File: src/rtl/dac_spi_arbiter.sv
// Round-robin arbiter sharing one LTC2624 SPI DAC between four requesters.
// Builds the 32-bit command frame, sequences CS/SCK/MOSI and drives the power-up DAC_CLR pulse.
module dac_spi_arbiter #(
    parameter int CLKDIV     = 2,
    parameter int CLR_CYCLES = 16,
    parameter int CS_GAP     = 4
) (
    input  logic        CLK50MHZ,
    input  logic        RST,
    input  logic [3:0]  req,
    input  logic [15:0] cmd,
    input  logic [47:0] data,
    output logic [3:0]  ack,
    output logic        busy,
    output logic [1:0]  grant_idx,
    output logic        SPI_SCK,
    output logic        SPI_MOSI,
    output logic        DAC_CS,
    output logic        DAC_CLR
);

    localparam int CNT_MAX = (CLR_CYCLES > CS_GAP)
                           ? ((CLR_CYCLES > CLKDIV) ? CLR_CYCLES : CLKDIV)
                           : ((CS_GAP > CLKDIV) ? CS_GAP : CLKDIV);
    localparam int CW = $clog2(CNT_MAX + 1);
    localparam logic [CW-1:0] CLR_LAST = CW'(CLR_CYCLES - 1);
    localparam logic [CW-1:0] GAP_LAST = CW'(CS_GAP - 1);
    localparam logic [CW-1:0] DIV_LAST = CW'(CLKDIV - 1);

    typedef enum logic [2:0] {S_CLR, S_GAP, S_IDLE, S_SETUP, S_SHIFT, S_DONE} state_t;

    state_t          state_q, state_d;
    logic [CW-1:0]   cnt_q, cnt_d;
    logic [4:0]      bit_q, bit_d;
    logic [31:0]     sreg_q, sreg_d;
    logic [1:0]      last_q, last_d;
    logic [1:0]      grant_q, grant_d;
    logic            busy_q, busy_d;
    logic [3:0]      ack_q, ack_d;
    logic            sck_q, sck_d;
    logic            cs_q, cs_d;
    logic            clr_q, clr_d;

    logic [3:0]      cmd_a  [4];
    logic [11:0]     data_a [4];
    logic            found;
    logic [1:0]      pick;
    logic [1:0]      cand;
    logic [31:0]     frame;

    for (genvar g = 0; g < 4; g++) begin : g_unpack
        assign cmd_a[g]  = cmd[4*g +: 4];
        assign data_a[g] = data[12*g +: 12];
    end

    // Search order starts just after the last grant, so the last winner goes to the back.
    always_comb begin
        found = 1'b0;
        pick  = last_q;
        cand  = last_q;
        for (int k = 1; k <= 4; k++) begin
            cand = last_q + 2'(k);
            if (!found && req[cand]) begin
                found = 1'b1;
                pick  = cand;
            end
        end
    end

    assign frame = {8'h00, cmd_a[pick], 2'b00, pick, data_a[pick], 4'h0};

    // NOTE: every *_d gets a default first so no path through the case infers a latch.
    always_comb begin
        state_d = state_q;
        cnt_d   = cnt_q + CW'(1);
        bit_d   = bit_q;
        sreg_d  = sreg_q;
        last_d  = last_q;
        grant_d = grant_q;
        busy_d  = busy_q;
        ack_d   = '0;
        sck_d   = sck_q;
        cs_d    = cs_q;
        clr_d   = clr_q;

        unique case (state_q)
            S_CLR: begin
                if (cnt_q == CLR_LAST) begin
                    state_d = S_GAP;
                    cnt_d   = '0;
                    clr_d   = 1'b1;
                end
            end
            S_GAP: begin
                if (cnt_q == GAP_LAST) begin
                    state_d = S_IDLE;
                    cnt_d   = '0;
                    busy_d  = 1'b0;
                end
            end
            S_IDLE: begin
                cnt_d = '0;
                if (found) begin
                    state_d = S_SETUP;
                    sreg_d  = frame;
                    cs_d    = 1'b0;
                    grant_d = pick;
                    last_d  = pick;
                    busy_d  = 1'b1;
                end
            end
            S_SETUP: begin
                if (cnt_q == DIV_LAST) begin
                    state_d = S_SHIFT;
                    cnt_d   = '0;
                    bit_d   = '0;
                    sck_d   = 1'b1;
                end
            end
            S_SHIFT: begin
                if (cnt_q == DIV_LAST) begin
                    cnt_d = '0;
                    if (sck_q) begin
                        // Falling edge: present the next bit half a period before the DAC samples it.
                        sck_d  = 1'b0;
                        sreg_d = {sreg_q[30:0], 1'b0};
                    end else if (bit_q == 5'd31) begin
                        state_d        = S_DONE;
                        cs_d           = 1'b1;
                        ack_d[grant_q] = 1'b1;
                    end else begin
                        sck_d = 1'b1;
                        bit_d = bit_q + 5'd1;
                    end
                end
            end
            S_DONE: begin
                state_d = S_GAP;
                cnt_d   = '0;
            end
            default: state_d = S_CLR;
        endcase
    end

    // NOTE: state registers use non-blocking assignments so every flop samples pre-edge values.
    always_ff @(posedge CLK50MHZ or negedge RST) begin
        if (!RST) begin
            state_q <= S_CLR;
            cnt_q   <= '0;
            bit_q   <= '0;
            sreg_q  <= '0;
            last_q  <= 2'd3;
            grant_q <= '0;
            busy_q  <= 1'b1;
            ack_q   <= '0;
            sck_q   <= 1'b0;
            cs_q    <= 1'b1;
            clr_q   <= 1'b0;
        end else begin
            state_q <= state_d;
            cnt_q   <= cnt_d;
            bit_q   <= bit_d;
            sreg_q  <= sreg_d;
            last_q  <= last_d;
            grant_q <= grant_d;
            busy_q  <= busy_d;
            ack_q   <= ack_d;
            sck_q   <= sck_d;
            cs_q    <= cs_d;
            clr_q   <= clr_d;
        end
    end

    assign ack       = ack_q;
    assign busy      = busy_q;
    assign grant_idx = grant_q;
    assign SPI_SCK   = sck_q;
    assign SPI_MOSI  = sreg_q[31];
    assign DAC_CS    = cs_q;
    assign DAC_CLR   = clr_q;

endmodule

File: config.mk
export PLATFORM = sky130hd
export DESIGN_NAME = dac_spi_arbiter
export DESIGN_NICKNAME = d
export VERILOG_FILES = /design/src/rtl/dac_spi_arbiter.sv
export SDC_FILE = /design/constraint.sdc
export NUM_CORES = 1
export LEC_CHECK = 0
export ABC_AREA = 1
export CORE_ASPECT_RATIO = 1.5
export CORE_MARGIN = 2
export CORE_UTILIZATION = 51
export DETAILED_ROUTE_END_ITERATION = 8
export MAX_ROUTING_LAYER = met4
export PLACE_DENSITY_LB_ADDON = 0.25
export SYNTH_ARGS = -nofsm -noshare
export SYNTH_HDL_FRONTEND = slang
export SYNTH_SLANG_ARGS = --single-unit
File: constraint.sdc
create_clock -name CLK50MHZ -period 2.3 [get_ports CLK50MHZ]
set_input_delay 0.23 -clock CLK50MHZ [delete_from_list [all_inputs] [get_ports CLK50MHZ]]
set_output_delay 0.23 -clock CLK50MHZ [all_outputs]
set_load 0.005 [all_outputs]
==> key figures, run 1 <==
STA
  – Fin. Hold Viols: 0
  – Final Skew: 0.005358 ns
  – Fin crit period: 2.142 ns
  – Worst Hold Slack: 0.01684 ns
  – Setup TNS: 0 ns
  – Fmax: between 400 and 500 MHz
  – Unrepaired setup endpoints after global routing: false
  – Setup violations, final: 0
  – Rel. slew slack: 0.5569
  – Tcrit/Tclk final: 0.9312
  – Final worst slack: 0.1583 ns
  – Final Max Tran Viols: 0
  – Worst slew pin tran: 0.6646 ns

Logic synthesis
  – Share of Yosys cell area claimed by the top area cell type: 0.3371
  – Yosys warnings: 0
  – Netlist cell types: 34
  – Synth Register Bits: 53
  – Most used DFF post-synth: dfrtp_1
  – Leading area contributor after synthesis: dfrtp_1
  – Synth Net Count: 606
  – Post-synth EDFFs: 0
  – Synth Instances: 530
  – Sequential-to-total area share from yosys stat: 0.3660
  – Post-synth ARST share: 1.000
  – Mapped Area: 0.003637 sq mm
  – Mean Syn Cell Area: ~7 sq um
  – Leading post-synthesis cells by cell area: dfrtp_1 34%, nand2_1 20%, nand3_1 11%

Routing
  – Via Count: around 3,700
  – Final WL: 8721 um
  – Vias/cell: 5.369
  – Antenna-violating nets left: 0
  – DRT iter0 DRCs: about 300
  – Residual DRC: 0
  – Wire length per cell: roughly 13 um
  – DRT Pass-1 Iters: 4

Power
  – Comb power frac: 0.658
  – P_sw: 3.198 mW
  – Sequential Power Share: 0.240
  – Max VDD drop: 1.027 mV
  – Total power per unit cell area: 1364 mW/mm^2
  – Clock power share: 0.102
  – Internal Power: between 3 and 4 mW
  – Static leakage: 2.267 nW
  – Sw frac: 0.5102
  – Tot Pwr: 6.269 mW

Placement
  – Dpl ws: 0.1437 ns
  – DP HPWL: 6412 um
  – Placed cell areas: 0.004464 sq mm
  – I/O Buffers: 80
  – GPL Wtd Cong: about 0.90

Floorplanning
  – Die Y: 107.4 um
  – # IOs: around 80
  – Starting density of the core: 0.5273
  – Core area: 0.006898 sq mm
  – Rows: 37
  – Die area: 0.007838 sq mm
  – Die width: about 73 um

Run status
  – Status: completed

Clock network
  – Num CTS Buffers: 5
  – CTS root buffer: clkbuf_8
  – Cts hold-fix bufs: 0
  – Clock Latency Late Sink: just over 0.3 ns
  – Clk buf depth: 2
  – Clock sink count: 53
  – CTS H-tree depth: 2
  – CTS tree: built
  – Clock transition at path regs: approximately 0.1 ns

Setup path
  – R2R depth: 10
  – FF-to-FF End: sreg_q[5]$_DFFE_PN0P_
  – R2R Path Start: last_q[0]$_DFFE_PN1P_
  – Critical Path RT: 2.51 ns
  – Worst EP arrival: about 2.4 ns
  – Crit path launch: last_q[0]$_DFFE_PN1P_
  – CP max FO: 16
  – Reg2reg setup slack: 0.16 ns
  – Critical path class: flip-flop to flip-flop
  – Worst setup path endpoint: sreg_q[5]$_DFFE_PN0P_
  – Worst setup EP type: flip-flop
  – Crit start category: flip-flop

Finish
  – Fin nets: between 600 and 700
  – Layout fillers: 590
  – Area Overhead vs Synth: 26.35%
  – Share of cells above drive strength 1: 0.07934
  – Inserted Diodes: 0
  – Fin area: 0.004596 sq mm

GRT
  – Largest net degree at the start of global routing: 54
  – Number of global-route vias before repair: 3,590
  – GR Overflow Total: 0
  – First-pass GRT wire length: approximately 15,000 um
  – Initial antenna violation count: 0
  – GRT Total Usage: 0.2395

Hold path
  – Tightest Hold Check Type: input port to async pin

Run
  – MaxCap Viol Count: 0
repair_timing:
action | 4_1_cts | 5_1_grt
resized for setup | 0 | 2
endpoints found under the setup margin | 0 | 15
buffers inserted | 0 | 1
through the flow:
| step | util | cells |
|---|---|---|
| after floorplan | - | 530 |
| after global placement | 0.6472 | 673 |
| after detailed placement | 0.6472 | 673 |
| after CTS | 0.6633 | 681 |
| after global routing | 0.6662 | 683 |
| final | 0.6662 | 683 |
power groups by stage:
stage | Clock (mW) | Sequential, mW | Combinational (mW)
2_1_floorplan | 0 | 1.44 | 3.29
3_3_place_gp | 0 | 1.51 | 3.92
3_5_place_dp | 0 | 1.53 | 4.03
4_1_cts | 0.656 | 1.51 | 4.04
5_1_grt | 0.683 | 1.54 | 4.68
6_report | 0.641 | 1.50 | 4.12
worst min-delay path by stage:
stage,startpoint,end,slack [ns],cells after the start
global route,RST,DAC_CLR$_DFFE_PN0P_,0.09,2
detailed placement,RST,DAC_CLR$_DFFE_PN0P_,0.39,2
floorplan,RST,DAC_CLR$_DFFE_PN0P_,-0.07,0
finish,RST,cnt_q[2]$_DFF_PN0_,0.02,2
CTS,RST,DAC_CLR$_DFFE_PN0P_,0.05,2
global placement,RST,cnt_q[2]$_DFF_PN0_,0.38,2
synthesized netlist by cell type, types with 2 or more instances:
cell type and number:
nand2_1 197, dfrtp_1 49, o21ai_0 19, nand4_1 16, dfstp_2 4, nand3_1 79
clkbuf_1 5, inv_1 52, nand2_2 5, buf_4 3, nand3b_1 16, a21oi_1 2
inv_2 4, nor3_1 5, buf_2 10, o21ai_1 8, buf_6 6, nand3_4 2
nor2_1 22, nand2_4 6, ha_1 6, nand3_2 2
placed cells by master, fill, tap and decap left out, types with 6 or more instances in the layout:
cell type / count
buf_4: 7
clkdlybuf4s50_1: 79
dfrtp_1: 49
ha_1: 6
inv_1: 52
nand2_1: 197
nand2_4: 6
nand3_1: 79
nand3b_1: 16
nand4_1: 16
nor2_1: 22
o21ai_0: 19
o21ai_1: 8
state kept, by name, indices dropped and copies added, names as in the netlist:
signal	cells
DAC_CLR	1
DAC_CS	1
SPI_SCK	1
ack	4
bit_q	5
busy	1
cnt_q	5
grant_idx	2
last_q	2
sreg_q	28
state_q	3
per-layer routing:
layer,track usage,share of wire
met1,0.2771,0.41
met4,0.08333,0.019
met3,0.02903,0.039
met5,-,0
met2,0.4214,0.53
cells by family (layout without fill, tap and decap cells):
| group | Yosys count | after routing | synth area share |
|---|---|---|---|
| AND/OR/NAND/NOR | 353 | 354 | 0.4527 |
| flip-flops | 53 | 53 | 0.3660 |
| adder cells (fa/ha/maj) | 6 | 6 | 0.02064 |
| AO/OA/AOI/OAI | 35 | 35 | 0.05264 |
| buffers and inverters | 82 | 156 | 0.1056 |
| XOR/XNOR | 1 | 1 | 0.002408 |
layout make-up:
cell class                 count  area, sq um  area share
sequential                    53         1331      0.2897
clock inverter                 2        38.79    0.008440
multi-input combinational    396         1932      0.4204
tap                           78        97.59     0.02124
clock buffer                   6        72.57     0.01579
inverter                      58        230.2     0.05010
timing repair buffer          90        893.4      0.1944
critical path, cell delays in order, from the launching register on:
cell     delay [ns]
dfstp_2        0.63
buf_2          0.20
nand2_1        0.09
nand3_1        0.08
nand2_1        0.11
nor2_2         0.16
nand3_2        0.29
nand3_1        0.21
nand3_1        0.11
nand3_1        0.11
nand2_1        0.05
Note: power is estimated with default switching activity, not from simulation.
==> inputs of run 2 (changes only) <==
--- a/config.mk
+++ b/config.mk
@@ -10,6 +10,8 @@
 export CORE_MARGIN = 2
 export CORE_UTILIZATION = 51
 export DETAILED_ROUTE_END_ITERATION = 8
+export GPL_ROUTABILITY_DRIVEN = 0
+export GPL_TIMING_DRIVEN = 0
 export MAX_ROUTING_LAYER = met4
 export PLACE_DENSITY_LB_ADDON = 0.25
 export SYNTH_ARGS = -nofsm -noshare
==> key figures, run 2 (synthesized netlist as in run 1, its figures left out) <==
Clock network
  – Post-CTS Setup Inserts: 0 (unchanged)
  – CTS H-tree depth: 2 (unchanged)
  – Clock Latency Late Sink: 0.31 ns (about the same)
  – CTS tree: built (unchanged)
  – Clock sink count: 53 (unchanged)
  – CTS root buffer: clkbuf_8 (unchanged)
  – Num CTS Buffers: 5 (unchanged)
  – Clk buf depth: 2 (unchanged)
  – Clock transition at path regs: 0.09 ns (was 0.10 ns)

Finish
  – Fin nets: 695 (was 680)
  – Share of cells above drive strength 1: 0.09194 (was 0.07934)
  – Inserted Diodes: 0 (unchanged)
  – Top Registers: sreg_q: 28 flops, bit_q: 5 flops, cnt_q: 5 flops (unchanged)
  – Area of the multi-input gates: 0.001924 sq mm (was 0.001932 sq mm)
  – Register area: 0.001331 sq mm (unchanged)
  – Layout fillers: 589 (was 590)
  – Largest Register: sreg_q (unchanged)
  – Commonest cells after routing, fill and taps aside: 197 x nand2_1, 79 x nand3_1, 79 x clkdlybuf4s50_1 (unchanged)
  – Area Overhead vs Synth: 27.83% (was 26.35%)
  – Utilization after layout: 0.6740 (was 0.6662)
  – Most common cell after layout, fill and taps aside: nand2_1 (unchanged)
  – Max reg flops: 28 (unchanged)

GRT
  – GR Overflow Total: 0 (unchanged)
  – Number of global-route vias before repair: 3,513 (was 3,590)
  – Largest net degree at the start of global routing: 33 (was 54)
  – First-pass GRT wire length: 14,590 um (was 14,950 um)
  – Initial antenna violation count: 0 (unchanged)
  – GRT Total Usage: 0.2343 (was 0.2395)

Floorplanning
  – Starting density of the core: 0.5273 (unchanged)
  – Die area: 0.007838 sq mm (unchanged)
  – Rows: 37 (unchanged)
  – Core area: 0.006898 sq mm (unchanged)
  – # IOs: 81 (unchanged)
  – Die width: 72.96 um (unchanged)
  – Die Y: 107.4 um (unchanged)

Power
  – Max VDD drop: 1.121 mV (was 1.027 mV)
  – Total power per unit cell area: 1354 mW/mm^2 (was 1364 mW/mm^2)
  – Static leakage: 2.293 nW (was 2.267 nW)

Setup path
  – R2R depth: 15 (was 10)
  – Critical path class: flip-flop to flip-flop (unchanged)
  – CP max FO: 10 (was 16)
  – Critical path buffers and inverters: 3 (was 1)
  – Worst path slowest cell: dfstp_2 (unchanged)
  – Crit start category: flip-flop (unchanged)
  – Critical path's top delay family: simple AND/OR/NAND/NOR gates (unchanged)
  – Crit-path cells: buf_6 > inv_6 > nand2_1 > nand2_1 > nand2_1 > nand2_4 > nand2_4 > nand2_1 > nand2_4 > clkbuf_4 > nand3b_1 > nand2_1 > nand2_1 > nand3_1 > nand2_1 (was buf_2 > nand2_1 > nand3_1 > nand2_1 > nor2_2 > nand3_2 > nand3_1 > nand3_1 > nand3_1 > nand2_1)
  – CP peak stage delay: 0.54 ns (was 0.63 ns)
  – Worst EP arrival: 2.33 ns (was 2.35 ns)
  – Critical Path RT: 2.50 ns (was 2.51 ns)
  – Worst setup EP type: flip-flop (unchanged)
  – WP depth: 15 (was 10)
  – Critical Path Most Common Cell: nand2_1 (was nand3_1)

Routing
  – Via Count: 3,628 (was 3,667)
  – Vias/cell: 5.198 (was 5.369)
  – Residual DRC: 0 (unchanged)
  – DRT iter0 DRCs: 190 (was 301)
  – DRT Pass-1 Iters: 7 (was 4)
  – Wire length per cell: 12.15 um (was 12.77 um)
  – Final WL: 8484 um (was 8721 um)
  – Antenna-violating nets left: 0 (unchanged)

STA
  – Fin. Hold Viols: 0 (unchanged)
  – Rel. slew slack: 0.6627 (was 0.5569)
  – Fin crit period: 2.129 ns (was 2.142 ns)
  – Setup violations, final: 0 (unchanged)
  – Final worst slack: 0.1711 ns (was 0.1583 ns)
  – Worst slew pin tran: 0.5059 ns (was 0.6646 ns)
  – Final Max Tran Viols: 0 (unchanged)
  – Tcrit/Tclk final: 0.9256 (was 0.9312)
  – Final Skew: 0.004253 ns (was 0.005358 ns)
  – Fmax: 469.7 MHz (was 466.9 MHz)

Run
  – MaxCap Viol Count: 0 (unchanged)

Placement
  – Dpl ws: 0.1551 ns (was 0.1437 ns)
  – I/O Buffers: 80 (unchanged)
  – DP HPWL: 6839 um (was 6412 um)

Run status
  – Status: completed (unchanged)

Hold path
  – Tightest Hold Check Type: input port to async pin (unchanged)
-- run 2: cell types whose count changed in the layout (fill, tap and decap cells not counted), sizes merged --
cell | before | now
buf | 11 | 20
nand3 | 84 | 83
clkinvlp | 0 | 1
dlygate4sd3 | 0 | 1
clkinv | 1 | 0
clkbuf | 6 | 13
bufinv | 1 | 0
-- run 2: worst register-to-register path: cells and delay by family, from the launching register on --
kind / cells / cell delay (ns)
DFF: 1 / 0.54
buffers and inverters: 3 / 0.45
and+or+nand+nor: 12 / 1.07
-- run 2: layer usage --
layer / part of all wire / global-route usage
met5: 0 / -
met4: 0.017 / 0.07011
met3: 0.031 / 0.01966
met2: 0.53 / 0.4247
met1: 0.42 / 0.2704
-- run 2: path summary, 6_finish.rpt --
path,start,to,slack (ns)
worst min-delay path,RST,cnt_q[4]$_DFF_PN0_,0.42
max in group asynchronous,RST,sreg_q[14]$_DFFE_PN0P_,1.34
worst min register to register,busy$_DFFE_PN1P_,busy$_DFFE_PN1P_,0.47
min in group CLK50MHZ,busy$_DFFE_PN1P_,busy$_DFFE_PN1P_,0.47
worst max-delay path,last_q[0]$_DFFE_PN1P_,sreg_q[22]$_DFFE_PN0P_,0.17
worst max register to register,last_q[0]$_DFFE_PN1P_,sreg_q[22]$_DFFE_PN0P_,0.17
-- run 2: area by class of cell --
cell class	count	area share
Inverter	58	0.04844
Buffer	24	0.03471
Timing Repair Buffer	82	0.1776
Tap cell	78	0.02099
Multi-Input combinational cell	395	0.4139
Clock buffer	7	0.01642
Clock inverter	1	0.001615
Sequential cell	53	0.2863
-- run 2: where the power goes --
part	switching (mW)	internal, mW
logic	2.70	1.61
clock network	0.294	0.216
registers	0.196	1.27
-- run 2: per-stage QoR --
stage | instance area [sq um] | hold WS, ns | TNS, ns | total power [mW] | instances
2_1_floorplan | 3637 | -0.06559 | 0 | 4.738 | 530
3_3_place_gp | 4536 | 0.4529 | -23.92 | 5.660 | 688
3_5_place_dp | 4551 | 0.2275 | 0 | 5.778 | 689
4_1_cts | 4644 | 0.4367 | 0 | 6.300 | 698
5_1_grt | 4649 | 0.4694 | -0.0008960 | 6.924 | 698
6_report | 4649 | 0.4199 | 0 | 6.295 | 698
-- run 2: timing repair --
item	4_1_cts	5_1_grt
hold buffers	1	0
hold endpoints to repair	17	0
endpoints found under the setup margin	0	4
resized for setup	0	2
==> inputs of run 3 (changes only) <==
--- a/config.mk
+++ b/config.mk
@@ -9,10 +9,10 @@
 export CORE_ASPECT_RATIO = 1.5
 export CORE_MARGIN = 2
 export CORE_UTILIZATION = 51
+export CTS_CLUSTER_SIZE = 14
 export DETAILED_ROUTE_END_ITERATION = 8
 export GPL_ROUTABILITY_DRIVEN = 0
 export GPL_TIMING_DRIVEN = 0
-export MAX_ROUTING_LAYER = met4
 export PLACE_DENSITY_LB_ADDON = 0.25
 export SYNTH_ARGS = -nofsm -noshare
 export SYNTH_HDL_FRONTEND = slang
==> key figures, run 3 (synthesized netlist as in run 1, its figures left out) <==
Run status
  – Status: completed (unchanged)

GRT
  – Initial antenna violation count: 0 (unchanged)
  – Number of global-route vias before repair: 3,512 (was 3,513)
  – GR Overflow Total: 0 (unchanged)
  – GRT Total Usage: 0.2282 (was 0.2343)
  – Largest net degree at the start of global routing: 33 (unchanged)
  – First-pass GRT wire length: 14,590 um (unchanged)

Clock network
  – Clock transition at path regs: 0.09 ns (about the same)
  – CTS root buffer: clkbuf_8 (unchanged)
  – Clk buf depth: 2 (unchanged)
  – Clock Latency Late Sink: 0.31 ns (about the same)
  – CTS tree: built (unchanged)
  – Clock sink count: 53 (unchanged)
  – Num CTS Buffers: 5 (unchanged)
  – CTS H-tree depth: 2 (unchanged)
  – Post-CTS Setup Inserts: 0 (unchanged)

Finish
  – Largest Register: sreg_q (unchanged)
  – Most common cell after layout, fill and taps aside: nand2_1 (unchanged)
  – Fin nets: 695 (unchanged)
  – Share of cells above drive strength 1: 0.09194 (unchanged)
  – Non-Filler Instances: 698 (unchanged)
  – Commonest cells after routing, fill and taps aside: 197 x nand2_1, 79 x nand3_1, 79 x clkdlybuf4s50_1 (unchanged)
  – Top Registers: sreg_q: 28 flops, bit_q: 5 flops, cnt_q: 5 flops (unchanged)
  – Max reg flops: 28 (unchanged)
  – Layout fillers: 589 (unchanged)
  – Area Overhead vs Synth: 27.83% (unchanged)
  – Utilization after layout: 0.6740 (unchanged)
  – Inserted Diodes: 0 (unchanged)

Floorplanning
  – Die Y: 107.4 um (unchanged)
  – Core area: 0.006898 sq mm (unchanged)
  – Die width: 72.96 um (unchanged)
  – # IOs: 81 (unchanged)
  – Starting density of the core: 0.5273 (unchanged)
  – Die area: 0.007838 sq mm (unchanged)
  – Rows: 37 (unchanged)

STA
  – Fmax: 469.9 MHz (was 469.7 MHz)
  – Fin. Hold Viols: 0 (unchanged)
  – Setup violations, final: 0 (unchanged)
  – Worst slew pin tran: 0.5059 ns (about the same)
  – Final worst slack: 0.1719 ns (was 0.1711 ns)
  – Fin crit period: 2.128 ns (was 2.129 ns)
  – Final Skew: 0.003767 ns (was 0.004253 ns)
  – Tcrit/Tclk final: 0.9253 (was 0.9256)
  – Rel. slew slack: 0.6627 (about the same)
  – Final Max Tran Viols: 0 (unchanged)

Power
  – Tot Pwr: 6.298 mW (was 6.295 mW)
  – Total power per unit cell area: 1355 mW/mm^2 (was 1354 mW/mm^2)
  – Static leakage: 2.293 nW (unchanged)
  – Max VDD drop: 1.121 mV (about the same)

Hold path
  – Tightest Hold Check Type: input port to async pin (unchanged)

Routing
  – Vias/cell: 5.208 (was 5.198)
  – Via Count: 3,635 (was 3,628)
  – Wire length per cell: 12.18 um (was 12.15 um)
  – Antenna-violating nets left: 0 (unchanged)
  – Residual DRC: 0 (unchanged)
  – DRT Pass-1 Iters: 5 (was 7)
  – Final WL: 8499 um (was 8484 um)
  – DRT iter0 DRCs: 188 (was 190)

Setup path
  – Critical Path RT: 2.50 ns (about the same)
  – Worst setup EP type: flip-flop (unchanged)
  – Crit-path cells: buf_6 > inv_6 > nand2_1 > nand2_1 > nand2_1 > nand2_4 > nand2_4 > nand2_1 > nand2_4 > clkbuf_4 > nand3b_1 > nand2_1 > nand2_1 > nand3_1 > nand2_1 (unchanged)
  – Worst EP arrival: 2.33 ns (about the same)
  – Worst path slowest cell: dfstp_2 (unchanged)
  – Critical path class: flip-flop to flip-flop (unchanged)
  – Crit start category: flip-flop (unchanged)
  – Critical Path Most Common Cell: nand2_1 (unchanged)
  – CP peak stage delay: 0.54 ns (about the same)
  – CP max FO: 10 (unchanged)

Placement
  – Placed insts: 689 (unchanged)
  – I/O Buffers: 80 (unchanged)
  – DP HPWL: 6839 um (unchanged)
  – Dpl ws: 0.1551 ns (unchanged)

Run
  – MaxCap Viol Count: 0 (unchanged)
run 3: cell counts in the layout (fill, tap and decap cells not counted):
No cell type changed its count.
run 3: path summary, 6_finish.rpt:
| path | startpoint | endpoint | depth (start not counted) | slack [ns] |
|---|---|---|---|---|
| setup / recovery | last_q[0]$_DFFE_PN1P_ | sreg_q[22]$_DFFE_PN0P_ | 15 | 0.17 |
| min in group CLK50MHZ | busy$_DFFE_PN1P_ | busy$_DFFE_PN1P_ | 2 | 0.47 |
| setup reg to reg | last_q[0]$_DFFE_PN1P_ | sreg_q[22]$_DFFE_PN0P_ | 15 | 0.17 |
| max in group asynchronous | RST | sreg_q[14]$_DFFE_PN0P_ | 3 | 1.34 |
| hold / removal | RST | cnt_q[4]$_DFF_PN0_ | 2 | 0.42 |
| hold reg to reg | busy$_DFFE_PN1P_ | busy$_DFFE_PN1P_ | 2 | 0.47 |
run 3: what timing repair did:
action,4_1_cts,5_1_grt
hold buffers,1,0
setup endpoints to repair,0,4
hold endpoints to repair,17,0
gates resized for setup,0,2
run 3: worst max-delay path: cells and delay by family, from the launching register on:
kind          cells  cell delay (ns)
simple gates     12             1.05
buf+inv           3             0.44
flops             1             0.54
run 3: metal layers:
| layer | GRT usage | routed length [um] |
|---|---|---|
| met5 | 0 | 0 |
| met3 | 0.02060 | 280 |
| met2 | 0.4247 | 4518 |
| met1 | 0.2698 | 3556 |
| met4 | 0.07011 | 144 |
run 3: per-stage QoR:
stage                     instance area (sq um)  hold WS (ns)     TNS, ns
after global routing                       4649        0.4694  -0.0008960
after global placement                     4536        0.4529      -23.92
after floorplan                            3637      -0.06559           0
final                                      4649        0.4200           0
after detailed placement                   4551        0.2275           0
after CTS                                  4644        0.4367           0
run 3: final cells by class:
class | instances | area [sq um] | share of cell area
flip-flops and latches | 53 | 1331 | 0.2863
clock buffers | 7 | 76.32 | 0.01642
plain buffers | 24 | 161.4 | 0.03471
clock inverters | 1 | 7.507 | 0.001615
well taps | 78 | 97.59 | 0.02099
repair buffers | 82 | 825.8 | 0.1776
multi-input cells | 395 | 1924 | 0.4139
inverters | 58 | 225.2 | 0.04844
run 3: report_power, final:
| part | switching [mW] | leakage [nW] | internal, mW |
|---|---|---|---|
| clock network | 0.293 | 0.0385 | 0.216 |
| registers | 0.197 | 0.663 | 1.27 |
| logic | 2.71 | 1.59 | 1.61 |
